**config.mk**
```make
export PLATFORM = sky130hd
export DESIGN_NAME = uart_tx_frame
export DESIGN_NICKNAME = d
export VERILOG_FILES = /design/src/rtl/uart_tx_frame.sv
export SDC_FILE = /design/constraint.sdc
export NUM_CORES = 1
export LEC_CHECK = 0
export CAP_MARGIN = 20
export CORE_AREA = 2 2 52 54
export CTS_BUF_LIST = sky130_fd_sc_hd__clkbuf_2 sky130_fd_sc_hd__clkbuf_4 sky130_fd_sc_hd__clkbuf_8
export DETAILED_ROUTE_END_ITERATION = 8
export DIE_AREA = 0 0 54 56
export HOLD_SLACK_MARGIN = 0.05
export MAX_ROUTING_LAYER = met4
export PLACE_DENSITY = 0.75
export SETUP_SLACK_MARGIN = 0.02
export SLEW_MARGIN = 0
export SYNTH_ARGS = -nofsm -noshare
export SYNTH_HDL_FRONTEND = slang
export SYNTH_SLANG_ARGS = --single-unit
```
**constraint.sdc**
```tcl
create_clock -name CLK -period 1.71 [get_ports CLK]
set_input_delay 0.4275 -clock CLK [delete_from_list [all_inputs] [get_ports CLK]]
set_output_delay 0.4275 -clock CLK [all_outputs]
set_load 0.005 [all_outputs]
```
**src/rtl/uart_tx_frame.sv**
```systemverilog
// UART transmitter: one parallel word per accepted request becomes a serial frame
// of start bit, LSB-first data, optional parity bit and one stop bit.
module uart_tx_frame #(
  parameter int DATA_WIDTH   = 8,
  parameter int CLKS_PER_BIT = 16
) (
  input  logic                  CLK,
  input  logic                  RST,
  input  logic [DATA_WIDTH-1:0] P_DATA,
  input  logic                  DATA_VALID,
  input  logic                  PAR_EN,
  input  logic                  PAR_TYP,
  output logic                  TX_OUT,
  output logic                  BUSY
);

  localparam int CW = (CLKS_PER_BIT > 1) ? $clog2(CLKS_PER_BIT) : 1;
  localparam int IW = (DATA_WIDTH > 1) ? $clog2(DATA_WIDTH) : 1;
  localparam logic [CW-1:0] BAUD_LAST = CW'(CLKS_PER_BIT - 1);
  localparam logic [IW-1:0] BIT_LAST  = IW'(DATA_WIDTH - 1);

  typedef enum logic [2:0] {IDLE, START, DATA, PARITY, STOP} state_t;

  state_t                  state_reg;
  logic [CW-1:0]           baud_cnt_reg;
  logic [IW-1:0]           bit_idx_reg;
  logic [DATA_WIDTH-1:0]   shift_reg;
  logic                    par_en_reg;
  logic                    parity_reg;
  logic                    tx_reg;
  logic                    busy_reg;
  logic                    baud_wrap;

  assign baud_wrap = (baud_cnt_reg == BAUD_LAST);
  assign TX_OUT    = tx_reg;
  assign BUSY      = busy_reg;

  always_ff @(posedge CLK) begin
    if (RST) begin
      state_reg    <= IDLE;
      baud_cnt_reg <= '0;
      bit_idx_reg  <= '0;
      shift_reg    <= '0;
      par_en_reg   <= 1'b0;
      parity_reg   <= 1'b0;
      tx_reg       <= 1'b1;
      busy_reg     <= 1'b0;
    end else begin
      case (state_reg)
        IDLE: begin
          baud_cnt_reg <= '0;
          if (DATA_VALID) begin
            shift_reg   <= P_DATA;
            par_en_reg  <= PAR_EN;
            parity_reg  <= (^P_DATA) ^ PAR_TYP;
            bit_idx_reg <= '0;
            state_reg   <= START;
            tx_reg      <= 1'b0;
            busy_reg    <= 1'b1;
          end
        end
        default: begin
          if (baud_wrap) baud_cnt_reg <= '0;
          else           baud_cnt_reg <= baud_cnt_reg + 1'b1;
          // The line only changes on a baud wrap, so each bit lasts CLKS_PER_BIT cycles.
          if (baud_wrap) begin
            case (state_reg)
              START: begin
                state_reg   <= DATA;
                bit_idx_reg <= '0;
                tx_reg      <= shift_reg[0];
                shift_reg   <= shift_reg >> 1;
              end
              DATA: begin
                if (bit_idx_reg == BIT_LAST) begin
                  if (par_en_reg) begin
                    state_reg <= PARITY;
                    tx_reg    <= parity_reg;
                  end else begin
                    state_reg <= STOP;
                    tx_reg    <= 1'b1;
                  end
                end else begin
                  bit_idx_reg <= bit_idx_reg + 1'b1;
                  tx_reg      <= shift_reg[0];
                  shift_reg   <= shift_reg >> 1;
                end
              end
              PARITY: begin
                state_reg <= STOP;
                tx_reg    <= 1'b1;
              end
              STOP: begin
                state_reg <= IDLE;
                busy_reg  <= 1'b0;
                tx_reg    <= 1'b1;
              end
              default: begin
                state_reg <= IDLE;
                busy_reg  <= 1'b0;
                tx_reg    <= 1'b1;
              end
            endcase
          end
        end
      endcase
    end
  end

endmodule

```
## Word-level counts from Yosys, hierarchy flattened

Cells that the tools add are included.

- Bits in registers: 22
- Output and inout port bits: 2
- Logic and storage cells: 57

- Add/subtract/negate cells: 2
- Equal/unequal tests: 9
- Multiplexer cells: 26
- Bitwise logic cells: 1
- Reductions and logical operators: 11

Operators by type and width:

| kind | number |
|---|---|
| $mux W8 | 4 |
| $mux W3 | 9 |
| $pmux W8 S2 | 1 |
| $mux W1 | 9 |
| $pmux W3 S3 | 1 |
| $reduce_xor A8 Y1 | 1 |
| $eq A3 B2 Y1 const B | 2 |
| $ne A3 B2 Y1 const B | 2 |
| $pmux W3 S2 | 1 |
| $reduce_and A3 Y1 | 2 |
| $reduce_or A3 Y1 | 2 |
| $add A4 B1 Y4 const B | 1 |
| $eq A4 B4 Y1 const B | 1 |
| $reduce_and A2 Y1 | 2 |
| $reduce_and A4 Y1 | 1 |
| $add A3 B1 Y3 const B | 1 |
| $eq A3 B1 Y1 const B | 1 |
| $eq A3 B3 Y1 const B | 1 |
| $logic_not A3 Y1 | 1 |
| $reduce_bool A3 Y1 | 1 |
| $ne A2 B1 Y1 const B | 1 |
| $ne A2 B2 Y1 const B | 1 |
| $pmux W1 S2 | 1 |
| $reduce_bool A2 Y1 | 1 |
| $xor A1 B1 Y1 | 1 |

## Depth between registers and ports, before layout

Gate-level depths: netlist of run 1.

- Depth after elaboration: 5
- Gate-level depth with buffers: 8
- Gate-level depth less buffers: 6

## Worst setup path before layout of run 1

No wires, ideal clock.

- Kind: register to register
- Start: register bit_idx_reg[0]
- End: register bit_idx_reg[0]
- Arrival: 1.755 ns
- Data required time: 1.640 ns
- Setup slack: -0.115 ns
- Cell stages (with the launch flop): 7
- Clock period less this slack: 1.825 ns
- Cell sequence: dfxtp_1 ha_1 ha_1 o21ai_0 or2b_2 or4_1 a21oi_1

- Word-level cells in the longest chain between the ends: 5
- Elaborated cells on any way between the ends: 8
- Those cells by class: 1 x add/sub; 2 x eq/ne; 4 x mux; 1 x reduce/logical

Ends and longest elaborated chain:

| element | line | source |
|---|---|---|
| from (decl) | 26 | `logic [IW-1:0] bit_idx_reg;` |
| from (signal assigned) | 84 | `bit_idx_reg <= bit_idx_reg + 1'b1;` |
| $add A3 B1 Y3 | 84 |  |
| $mux W3 | 75 | `if (bit_idx_reg == BIT_LAST) begin` |
| $pmux W3 S2 | 67 | `case (state_reg)` |
| $mux W3 | 66 | `if (baud_wrap) begin` |
| $mux W3 | 49 | `case (state_reg)` |

Parallel ways exist; a longest one is shown, timed or not. The select of a mux whose other input is x is not followed.
A chain may end at the register's enable or synchronous reset.

## Final worst setup path of run 1

Same ends and word-level chain as after synthesis.

==> impl_results.md, run 1 <==
- Design Area, Final: 0.00157 mm^2
- Internal: 0.820 mW
- Largest net degree at the start of global routing: 18
- Clock buffer depth: 2
- Global Route Usage Sum: 0.206
- P per Cell Area: 713 mW/mm^2
- Slew HR: 0.815
- Synth top area cells: dfxtp_1, a21oi_1, mux2i_1
- Post-Syn Area per Cell: 9.03 um^2
- Yosys top cell area share: 0.375
- Crit end category: flop
- Power Total: 1.12 mW
- Arrival @ worst endpoint: 2.00 ns
- R2R cell count: 6
- Pleak: 0.623 nW
- CP required: 1.96 ns
- Hold Startpoint: baud_cnt_reg[0]$_SDFF_PP0_
- Seq cells post-synth: 22
- Post-CTS Hold Fix Bufs: 0
- Final hold vios: 0
- Reg power frac: 0.507
- Max-Cap Viols: 0
- Slew @ Worst Pin: 0.277 ns
- Area delta synth->final: 33.4%
- Sw power: 0.295 mW
- Drt pass-1 iters: 4
- Post-synthesis sequential area ratio: 0.375
- Outcome: finished, violations left
- Synthesized cell area: 0.00117 mm^2
- Grt ovf: 0
- H-Tree Depth: 1
- Synth Instances: 130
- Initial antenna violation count: 0
- Gp weighted congestion: 0.830
- Register cell area after layout: 443 um^2
- CP startpoint kind: flop
- DR vias: 1055
- Net Sw Frac: 0.265
- Final critical-path required period: 1.75 ns
- Mapped Nets: 146
- R2r setup slk: -0.04 ns
- Antenna diodes: 0
- RSZ-0062 raised after global routing: true
- Final setup viols: 1
- Initial Utilization: 0.483
- Die W: 54 um
- Synth async-reset ratio: 0
- WS Path Type: flop to flop
- Detailed Route WL: 2810 um
- Avg WL per Cell: 14.9 um
- Worst R2R Start: bit_idx_reg[0]$_SDFFE_PP0P_
- Port Buf Inserts: 14
- Cell taking the most area after synthesis: dfxtp_1
- Hold Path Cell Cnt: 1
- Post-DR vias/cell: 5.58
- CTS buffer count: 3
- Core area: 0.00243 mm^2
- CTS tree: built
- Dpl cell area: 0.00146 mm^2
- FMAX: 571 MHz
- Global-route wire length before repair: 4600 um
- CTS Sinks: 22
- Most used DFF post-synth: dfxtp_1
- Combinational share of power: 0.228
- Routed Antenna Nets: 0
- IO Pins: 15
- Reg-to-reg critical path endpoint: bit_idx_reg[0]$_SDFFE_PP0P_
- DR iter-0 viols: 13
- Clock transition at path regs: 0.13 ns
- Post-synth EDFFs: 0
- Clock power share: 0.265
- Placement Setup Slack: -0.566 ns
- Worst Hold End: baud_cnt_reg[0]$_SDFF_PP0_
- Slew Viols, Final: 0
- Number of global-route vias before repair: 1042
- Clock Skews: 0.00135 ns
- Failing checks: negative setup slack
- Max reg flops: 8
- Setup TNS: -0.0400 ns
- Share of cells above drive strength 1: 0.264
- Hold_ws: 0.464 ns
- Root buffer selected by CTS: clkbuf_4
- Most frequent cells after synthesis: dfxtp_1, a21oi_1, nand2_1, o21ai_0
- Row cnt: 18
- Post-DP HPWL: 1900 um
- Multi-input logic area: 718 um^2
- Post-route clock period utilization: 1.02
- DRC viols: 0
- Maximum vdd drop: 0.771 mV
- Yosys cell types: 36
- Clk_lat worst skew: 0.31 ns
- Fillers: 202
- Max FO, Critical Path: 3
- Chip height: 56 um
- Final worst slack: -0.0400 ns
- Nets: 176
- Die area: 0.00302 mm^2
- Hold/Removal Path Class: flop to flop
- Ys Warns: 0
- Cell with the most instances after synthesis: dfxtp_1
cell type report:
class | instances | share of cell area
inverter | 1 | 0.00240
multi-input combinational | 97 | 0.459
sequential | 22 | 0.283
clock buffer | 4 | 0.0232
tap | 30 | 0.0240
timing repair buffer | 35 | 0.209
power groups by stage:
stage | Combinational [mW] | Sequential, mW | Clock [mW]
2_1_floorplan | 0.147 | 0.572 | 0
3_3_place_gp | 0.239 | 0.574 | 0
3_5_place_dp | 0.244 | 0.576 | 0
4_1_cts | 0.250 | 0.564 | 0.298
5_1_grt | 0.278 | 0.569 | 0.326
6_report | 0.254 | 0.565 | 0.296
worst max-delay path by stage:
stage	from	to	slack [ns]	depth (start not counted)
2_1_floorplan	bit_idx_reg[0]$_SDFFE_PP0P_	bit_idx_reg[0]$_SDFFE_PP0P_	-0.02	6
3_3_place_gp	DATA_VALID	bit_idx_reg[0]$_SDFFE_PP0P_	-0.48	5
3_5_place_dp	DATA_VALID	bit_idx_reg[0]$_SDFFE_PP0P_	-0.57	5
4_1_cts	bit_idx_reg[0]$_SDFFE_PP0P_	bit_idx_reg[0]$_SDFFE_PP0P_	-0.08	6
5_1_grt	bit_idx_reg[0]$_SDFFE_PP0P_	bit_idx_reg[0]$_SDFFE_PP0P_	-0.09	6
6_report	bit_idx_reg[0]$_SDFFE_PP0P_	bit_idx_reg[0]$_SDFFE_PP0P_	-0.04	6
metal layers:
metal  global-route usage  wire length, um  up-vias  part of all wire
met5                    -                0        -                 0
met4               0.0464               25        0            0.0089
met3               0.0538              114        4             0.041
met2                0.324             1370       18              0.49
met1                0.262             1300      497              0.46
li1                     -                -      536                 -
layout by cell type (no fill, tap or decap), types with 2 or more instances in the layout:
| cell type | n |
|---|---|
| ha_4 | 2 |
| mux2i_1 | 7 |
| dfxtp_2 | 2 |
| nand3_1 | 2 |
| clkdlybuf4s50_1 | 13 |
| nand3b_1 | 2 |
| nor3b_1 | 2 |
| a311oi_1 | 7 |
| xor2_1 | 3 |
| nor2b_1 | 3 |
| or3_1 | 3 |
| clkbuf_4 | 3 |
| dfxtp_1 | 20 |
| buf_4 | 16 |
| o21ai_0 | 8 |
| buf_6 | 2 |
| nor2_1 | 6 |
| o21ai_2 | 2 |
| xnor2_1 | 4 |
| nand2_1 | 9 |
| buf_12 | 2 |
| nand4_1 | 3 |
| a21oi_1 | 16 |
worst max-delay path, stage by stage, from the launching register on:
cell and delay (ns):
dfxtp_2 0.36, ha_4 0.16, ha_4 0.15, o21ai_2 0.12, or2b_4 0.28, or4_4 0.48, a21oi_2 0.13
kinds of logic after synthesis:
logic type,share of synthesized area
and+or+nand+nor,0.191
AOI/OAI and AO/OA,0.211
DFF,0.375
buffers and inverters,0.0597
xor gates and xnor gates,0.0714
muxes,0.0597
adders and majority gates,0.0320
per-stage QoR:
step,util,std cells
global route,0.644,189
detailed placement,0.598,182
floorplan,-,130
CTS,0.629,187
global placement,0.598,182
finish,0.644,189
repair_timing:
item                                    CTS  global route
gates resized for setup                   8             6
buffers inserted                          1             1
endpoints found under the setup margin   13             7
gates cloned                              0             1
pin swaps                                 4             5
No activity file was read; power rests on OpenSTA's default activity.
==> inputs of run 2 (changes only) <==
CELL_PAD_IN_SITES_DETAIL_PLACEMENT = 1   (was unset)
CELL_PAD_IN_SITES_GLOBAL_PLACEMENT = 1   (was unset)
CORE_AREA = 2 2 58 60   (was 2 2 52 54)
DIE_AREA = 0 0 60 62   (was 0 0 54 56)
MAX_ROUTING_LAYER = unset   (was met4)
PLACE_DENSITY = 0.78   (was 0.75)
==> impl_results.md, run 2 (synthesis gave the netlist of run 1 again) <==
- Setup TNS: -0.0457 ns (-0.00566 ns)
- Gp weighted congestion: 0.854 (+2.8%)
- Arrival @ worst endpoint: 2.02 ns (+0.02 ns)
- Clock buffer depth: 2 (unchanged)
- Die area: 0.00372 mm^2 (+23%)
- DRC viols: 0 (unchanged)
- Share of cells above drive strength 1: 0.263 (-0.00133)
- Row cnt: 21 (+3)
- Clock Skews: 0.0112 ns (+0.00987 ns)
- Global Route Usage Sum: 0.194 (-0.0116)
- Max FO, Critical Path: 3 (unchanged)
- Slew Viols, Final: 0 (unchanged)
- Worst R2R Start: bit_idx_reg[0]$_SDFFE_PP0P_
- Largest net degree at the start of global routing: 21 (+3)
- Maximum vdd drop: 0.237 mV (-69%)
- Drt pass-1 iters: 4 (unchanged)
- Final setup viols: 1 (unchanged)
- Max-Cap Viols: 0 (unchanged)
- Core area: 0.00318 mm^2 (+31%)
- Commonest non-fill, non-tap cell in the layout: dfxtp_1
- CP startpoint kind: flop
- Final hold vios: 0 (unchanged)
- Crit end category: flop
- Root buffer selected by CTS: clkbuf_4
- Outcome: finished, violations left
- Initial antenna violation count: 0 (unchanged)
- Routed Antenna Nets: 0 (unchanged)
- P per Cell Area: 713 mW/mm^2 (about the same)
- Nets: 173 (-1.7%)
- Die W: 60 um (+11%)
- Antenna diodes: 0 (unchanged)
- Post-DR vias/cell: 5.32 (-4.7%)
- Avg WL per Cell: 16.6 um (+11%)
- Post-route clock period utilization: 1.03 (+0.00331)
- DR vias: 1075 (+1.9%)
- Port Buf Inserts: 14 (unchanged)
- Hold_ws: 0.472 ns (+0.00739 ns)
- Max reg flops: 8 (unchanged)
- Detailed Route WL: 3350 um (+19%)
- H-Tree Depth: 1 (unchanged)
- Slew @ Worst Pin: 0.285 ns (+0.00801 ns)
- CP Launch Point: bit_idx_reg[0]$_SDFFE_PP0P_
- Power Total: 1.13 mW (+1.1%)
- Number of global-route vias before repair: 1153 (+11%)
- Chip height: 62 um (+11%)
- Area delta synth->final: 34.9%
- CTS tree: built
- Pleak: 0.612 nW (-1.7%)
- DR iter-0 viols: 25 (+12)
- Clk_lat worst skew: 0.32 ns (about the same)
- Final critical-path required period: 1.76 ns (+0.00566 ns)
- Failing checks: negative setup slack
- WS Path Type: flop to flop
- RSZ-0062 raised after global routing: true
- IO Pins: 15 (unchanged)
- FMAX: 570 MHz (-0.32%)
- Slew HR: 0.809 (-0.00598)
- Commonest non-fill, non-tap cells in the layout: dfxtp_1, a21oi_1, buf_4, clkdlybuf4s50_1, nand2_1
- Clock transition at path regs: 0.14 ns (about the same)
- Initial Utilization: 0.369 (-0.113)
- Final worst slack: -0.0457 ns (-0.00566 ns)
- Hold/Removal Path Class: flop to flop
- CTS Sinks: 22 (unchanged)
- Global-route wire length before repair: 5370 um (+17%)
- CP required: 1.98 ns (+0.02 ns)
- CTS buffer count: 3 (unchanged)
- Grt ovf: 0 (unchanged)
- Post-DP HPWL: 2270 um (+19%)
- Hold Startpoint: BUSY$_SDFFE_PP0P_
[run 2: cell types whose count changed in the layout (fill, tap and decap cells not counted), sizes merged]
cell	delta
buf	-3
[run 2: area by class of cell]
class | count | area, um^2
clock buffer | 4 | 36.3
fill | 362 | 1600
sequential | 22 | 443
multi-input combinational | 97 | 736
timing repair buffer | 32 | 307
inverter | 1 | 3.75
tap | 46 | 57.6
[run 2: through the flow]
stage                     worst slack, ns  cell area, um^2  std cells   util
final                             -0.0457             1580        202  0.498
after global routing              -0.0762             1580        202  0.498
after CTS                         -0.0314             1550        202  0.486
after detailed placement           -0.555             1470        197  0.462
after global placement             -0.483             1470        197  0.462
after floorplan                   -0.0192             1180        130      -
[run 2: worst paths after layout]
check                                endpoint  slack [ns]  cells past startpoint
setup / recovery  bit_idx_reg[0]$_SDFFE_PP0P_       -0.05                      6
hold / removal              BUSY$_SDFFE_PP0P_        0.47                      2
setup reg to reg  bit_idx_reg[0]$_SDFFE_PP0P_       -0.05                      6
hold reg to reg             BUSY$_SDFFE_PP0P_        0.47                      2
[run 2: power by group]
group / switching (mW) / internal (mW)
logic: 0.114 / 0.140
registers: 0.0225 / 0.546
clock network: 0.175 / 0.130
total: 0.311 / 0.817
[run 2: routing by layer]
| metal | routed length [um] | up-vias | GRT usage |
|---|---|---|---|
| met5 | 0 | - | 0 |
| met4 | 49 | 0 | 0.0667 |
| met3 | 71 | 6 | 0.0248 |
| met2 | 1780 | 19 | 0.377 |
| met1 | 1450 | 523 | 0.217 |
| li1 | - | 527 | - |
[run 2: what timing repair did]
item / CTS / global route
pin swaps: 1 / 2
resized for setup: 8 / 10
cloned: 0 / 0
hold buffers: 0 / 0
setup endpoints to repair: 13 / 9
buffers inserted: 1 / 1
[run 2: critical path: stages (launching register included)]
cell and delay, ns:
dfxtp_2 0.37, ha_4 0.17, ha_4 0.16, o21ai_2 0.12, or2b_4 0.29, or4_4 0.48
a21oi_2 0.12
==> RTL edit 1 (settings of run 1) <==
Put one more register stage on the output `BUSY`. The value now appears one clock later. The other outputs are not delayed to match.
--- a/src/rtl/uart_tx_frame.sv
+++ b/src/rtl/uart_tx_frame.sv
@@ -34,5 +34,7 @@
   assign baud_wrap = (baud_cnt_reg == BAUD_LAST);
   assign TX_OUT    = tx_reg;
-  assign BUSY      = busy_reg;
+  always_ff @(posedge CLK) begin
+    BUSY <= busy_reg;
+  end
 
   always_ff @(posedge CLK) begin
Function: changed (a bounded check fails within 4 cycles, from zero or initial values and one cycle with RST high).
==> RTL edit 1 against run 1 <==
- area after synthesis decreased by 1.3%
- die area unchanged
- sequential share of layout area increased by 0.14 points
- cell area increased by 5.1%
- setup slack improved by 0.054 ns
- sequential cell count increased by 1
- total power increased by 2.4%
- routed wire length increased by 7.6%
- combinational power increased by 11%
- largest cell class unchanged
- highest routed layer unchanged
==> RTL edit 1: results <==
[timing]
setup_tns_ns = 0
fin_skew_ns = 0.00750
slew_headroom = 0.803

[grt]
grt_pass1_wl_um = 4430
grt_pass1_vias = 1021
grt_use_total = 0.198
grt_start_max_net_pins = 15

[routing]
wl_met1_um = 1400
dr.pass1.iters = 5
route.met2.wl_um = 1480
vias = 1137
first_iter_violations = 29
wire_per_inst_um = 15.2

[cells_and_area]
multiInputGateArea_um2 = 727
nMultiInputCombCells = 95
n_all_inverters = 3
fillerInstances = 189
drive_gt1_frac = 0.308
n_all_buffers = 44
nonClkBufAreaFrac = 0.227
clk_share = 0.0167
sh_seq_area = 0.284
final_nets = 186

[placement]
io_buffers = 14
dp_hpwl_um = 1930
place_congestion = 0.888

[cts]
cts_setup_buffers = 6
cts_max_level = 1
post_cts_resized = 9

[synthesis]
synth_adder_area_share = 0.0324
synth_fp_nets = 144
ys_ff_latch = 23
async_flop_share = 0
yosysUniqueCellTypes = 35
synthMuxAreaShare = 0.0605
synth_area_leaders = dfxtp_1 (40%), a21oi_1 (7.3%), mux2i_1 (6.0%), a311oi_1 (5.3%), o21ai_0 (3.5%)
synth_compound_area_frac = 0.207
seq_area_frac_synth = 0.397
synth_top_cells_by_count = dfxtp_1 (23), a21oi_1 (17), nor2_1 (9), o21ai_0 (8)
synth_xor_xnor_area_share = 0.0724

[min_path]
whs_path_depth = 0
hp-class = reg -> reg
worstHoldStart = busy_reg

[worst_setup_path]
worstSetupStartpoint = bit_idx_reg[0]
cp_max_fo = 5
worst-endpoint-arrival_ns = 1.95
critPathMaxStageDelay_ns = 0.54
slowest_stage = or4b_1

[outcome]
status = complete, no violations

[power]
leakage_uw = 0.000665
peakVddDrop_mv = 0.676
==> RTL edit 1: through the flow <==
stage	util	hold WS, ns	cell area [um^2]	std cells	setup WS [ns]
2_1_floorplan	-	0.331	1160	128	0.0290
3_3_place_gp	0.594	0.346	1440	185	-0.327
3_5_place_dp	0.594	0.348	1440	185	-0.375
4_1_cts	0.634	0.368	1540	195	0.0296
5_1_grt	0.676	0.371	1650	199	-0.0299
6_report	0.676	0.367	1650	199	0.0141
==> RTL edit 1: metal layers <==
layer  global-route usage  vias to the layer above
li1                     -                      558
met1                0.259                      546
met2                0.314                       28
met3               0.0349                        5
met4               0.0500                        0
met5                    -                        -
==> RTL edit 1: power by group <==
part | internal [uW] | total, uW | switching (uW)
sequential | 573 | 596 | 22.8
combinational | 156 | 283 | 127
clock | 87.5 | 263 | 176
==> RTL edit 1: path summary, 6_finish.rpt <==
kind	endpoint	slack, ns
min	BUSY	0.37
max reg2reg	bit_idx_reg[1]	0.01
min reg2reg	BUSY	0.37
max	bit_idx_reg[1]	0.01
==> RTL edit 2 (config.mk and constraints of run 1) <==
Made on the original files. The parameter `CLKS_PER_BIT` goes from 16 to 8.
--- a/src/rtl/uart_tx_frame.sv
+++ b/src/rtl/uart_tx_frame.sv
@@ -3,5 +3,5 @@
 module uart_tx_frame #(
   parameter int DATA_WIDTH   = 8,
-  parameter int CLKS_PER_BIT = 16
+  parameter int CLKS_PER_BIT = 8
 ) (
   input  logic                  CLK,
Formal check against the unedited RTL: not equivalent (a bounded check fails within 10 cycles, from zero or initial values and one cycle with RST high).
==> RTL edit 2 against run 1 <==
- total power down 4.3%
- setup slack better by 0.040 ns
- sequential cell count shrank 1
- synthesized cell count is 6.2% lower
- routed wire length grew 9.2%
- critical path depth stayed put
- cell area up 4.7%
- area after synthesis fell by 3.1%
==> RTL edit 2: results <==
[synthesis]
synth_cells = 122
synthMuxAreaShare = 0.0704
synth_xor_xnor_area_share = 0.0627
synth_top_cells_by_count = dfxtp_1 (21), a21oi_1 (14), nand2_1 (9), mux2i_1 (8), a311oi_1 (7)
synth_fp_nets = 139
synth_compound_area_frac = 0.232
yosysUniqueCellTypes = 38
synth_adder_area_share = 0.0440
synth_area_leaders = dfxtp_1 (37%), mux2i_1 (7.0%), a21oi_1 (6.2%), a311oi_1 (5.4%), ha_1 (4.4%)
seq_area_frac_synth = 0.370
netlist.area_leader.share = 0.370

[timing]
fin_skew_ns = 0.00718
max_slew.worst_pin.slew_ns = 0.471

[cells_and_area]
final_nets = 171
drive_gt1_frac = 0.366
diodes = 0

[placement]
place_area_um2 = 1460
dp_hpwl_um = 2030
dp_cells = 176
place_congestion = 0.762

[routing]
avgViaCountPerCell = 6.00
wire_per_inst_um = 16.8
first_iter_violations = 18
vias = 1098

[power]
leakage_uw = 0.000643
peakVddDrop_mv = 0.520

[outcome]
status = complete, no violations

[worst_setup_path]
rr_startpoint = bit_idx_reg[0]
worst-endpoint-arrival_ns = 1.96
r2r_slack_ns = 0.0002
cp_max_fo = 5

[min_path]
whs_path_depth = 1

[grt]
grt_pass1_wl_um = 5060
grt_use_total = 0.232
==> RTL edit 2: through the flow <==
stage           util  hold WS (ns)  setup WS [ns]  total power (uW)   TNS, ns
2_1_floorplan      -         0.416       -0.00713               678  -0.00713
3_3_place_gp   0.602         0.427         -0.347               767     -3.36
3_5_place_dp   0.602         0.432         -0.419               777     -3.91
4_1_cts        0.656         0.448        -0.0347              1050   -0.0926
5_1_grt        0.674         0.461        -0.0645              1120    -0.243
6_report       0.674         0.444       0.000211              1070         0
==> RTL edit 2: final cells by class <==
class                      count  area [um^2]
clock buffer                   4         30.0
multi-input combinational     86          795
timing repair buffer          38          334
fill                         197          793
tap                           30         37.5
sequential                    21          428
inverter                       4         15.0
==> RTL edit 2: cell families (layout without fill, tap and decap cells) <==
family | count (synthesis) | in the layout
AO/OA/AOI/OAI | 38 | 38
AND/OR/NAND/NOR | 31 | 31
flip-flops | 21 | 21
buffers and inverters | 15 | 46
multiplexers | 8 | 8
XOR/XNOR | 5 | 5
adder cells (fa/ha/maj) | 4 | 4
==> RTL edit 2: power by group <==
group	leakage (uW)	internal, uW	switching [uW]	total, uW
clock network	0.0000184	107	151	258
logic	0.000449	151	115	267
registers	0.000175	520	22.1	543
total	0.000643	778	289	1070
==> RTL edit 2: worst max path at each step <==
stage / startpoint / to / slack, ns / cells after the start
final: bit_idx_reg[0] / bit_idx_reg[0] / 0.0002 / 6
after detailed placement: DATA_VALID / state_reg[2] / -0.42 / 5
after floorplan: state_reg[2] / state_reg[2] / -0.007 / 6
after CTS: bit_idx_reg[0] / bit_idx_reg[1] / -0.03 / 6
after global placement: DATA_VALID / state_reg[2] / -0.35 / 5
after global routing: bit_idx_reg[0] / bit_idx_reg[2] / -0.06 / 6
==> RTL edit 2: repair_timing <==
item | 4_1_cts | 5_1_grt
setup buffers | 2 | 0
gates resized for setup | 15 | 14
endpoints found under the hold margin | 0 | 0
cloned | 1 | 0
setup endpoints to repair | 12 | 12
pin swaps | 10 | 11
==> RTL edit 2: worst max-delay path, delay by kind of cell (launching register included) <==
family / cells / cell delay (ns)
AND/OR/NAND/NOR: 2 / 0.68
flip-flops: 1 / 0.36
AO/OA/AOI/OAI: 2 / 0.29
adder cells (fa/ha/maj): 2 / 0.31
==> RTL edit 2: per-layer routing <==
layer | track usage | vias up | share of wire
met4 | 0.0643 | 0 | 0.030
met2 | 0.401 | 35 | 0.52
met5 | - | - | 0
met1 | 0.255 | 531 | 0.40
li1 | - | 522 | -
met3 | 0.0618 | 10 | 0.047
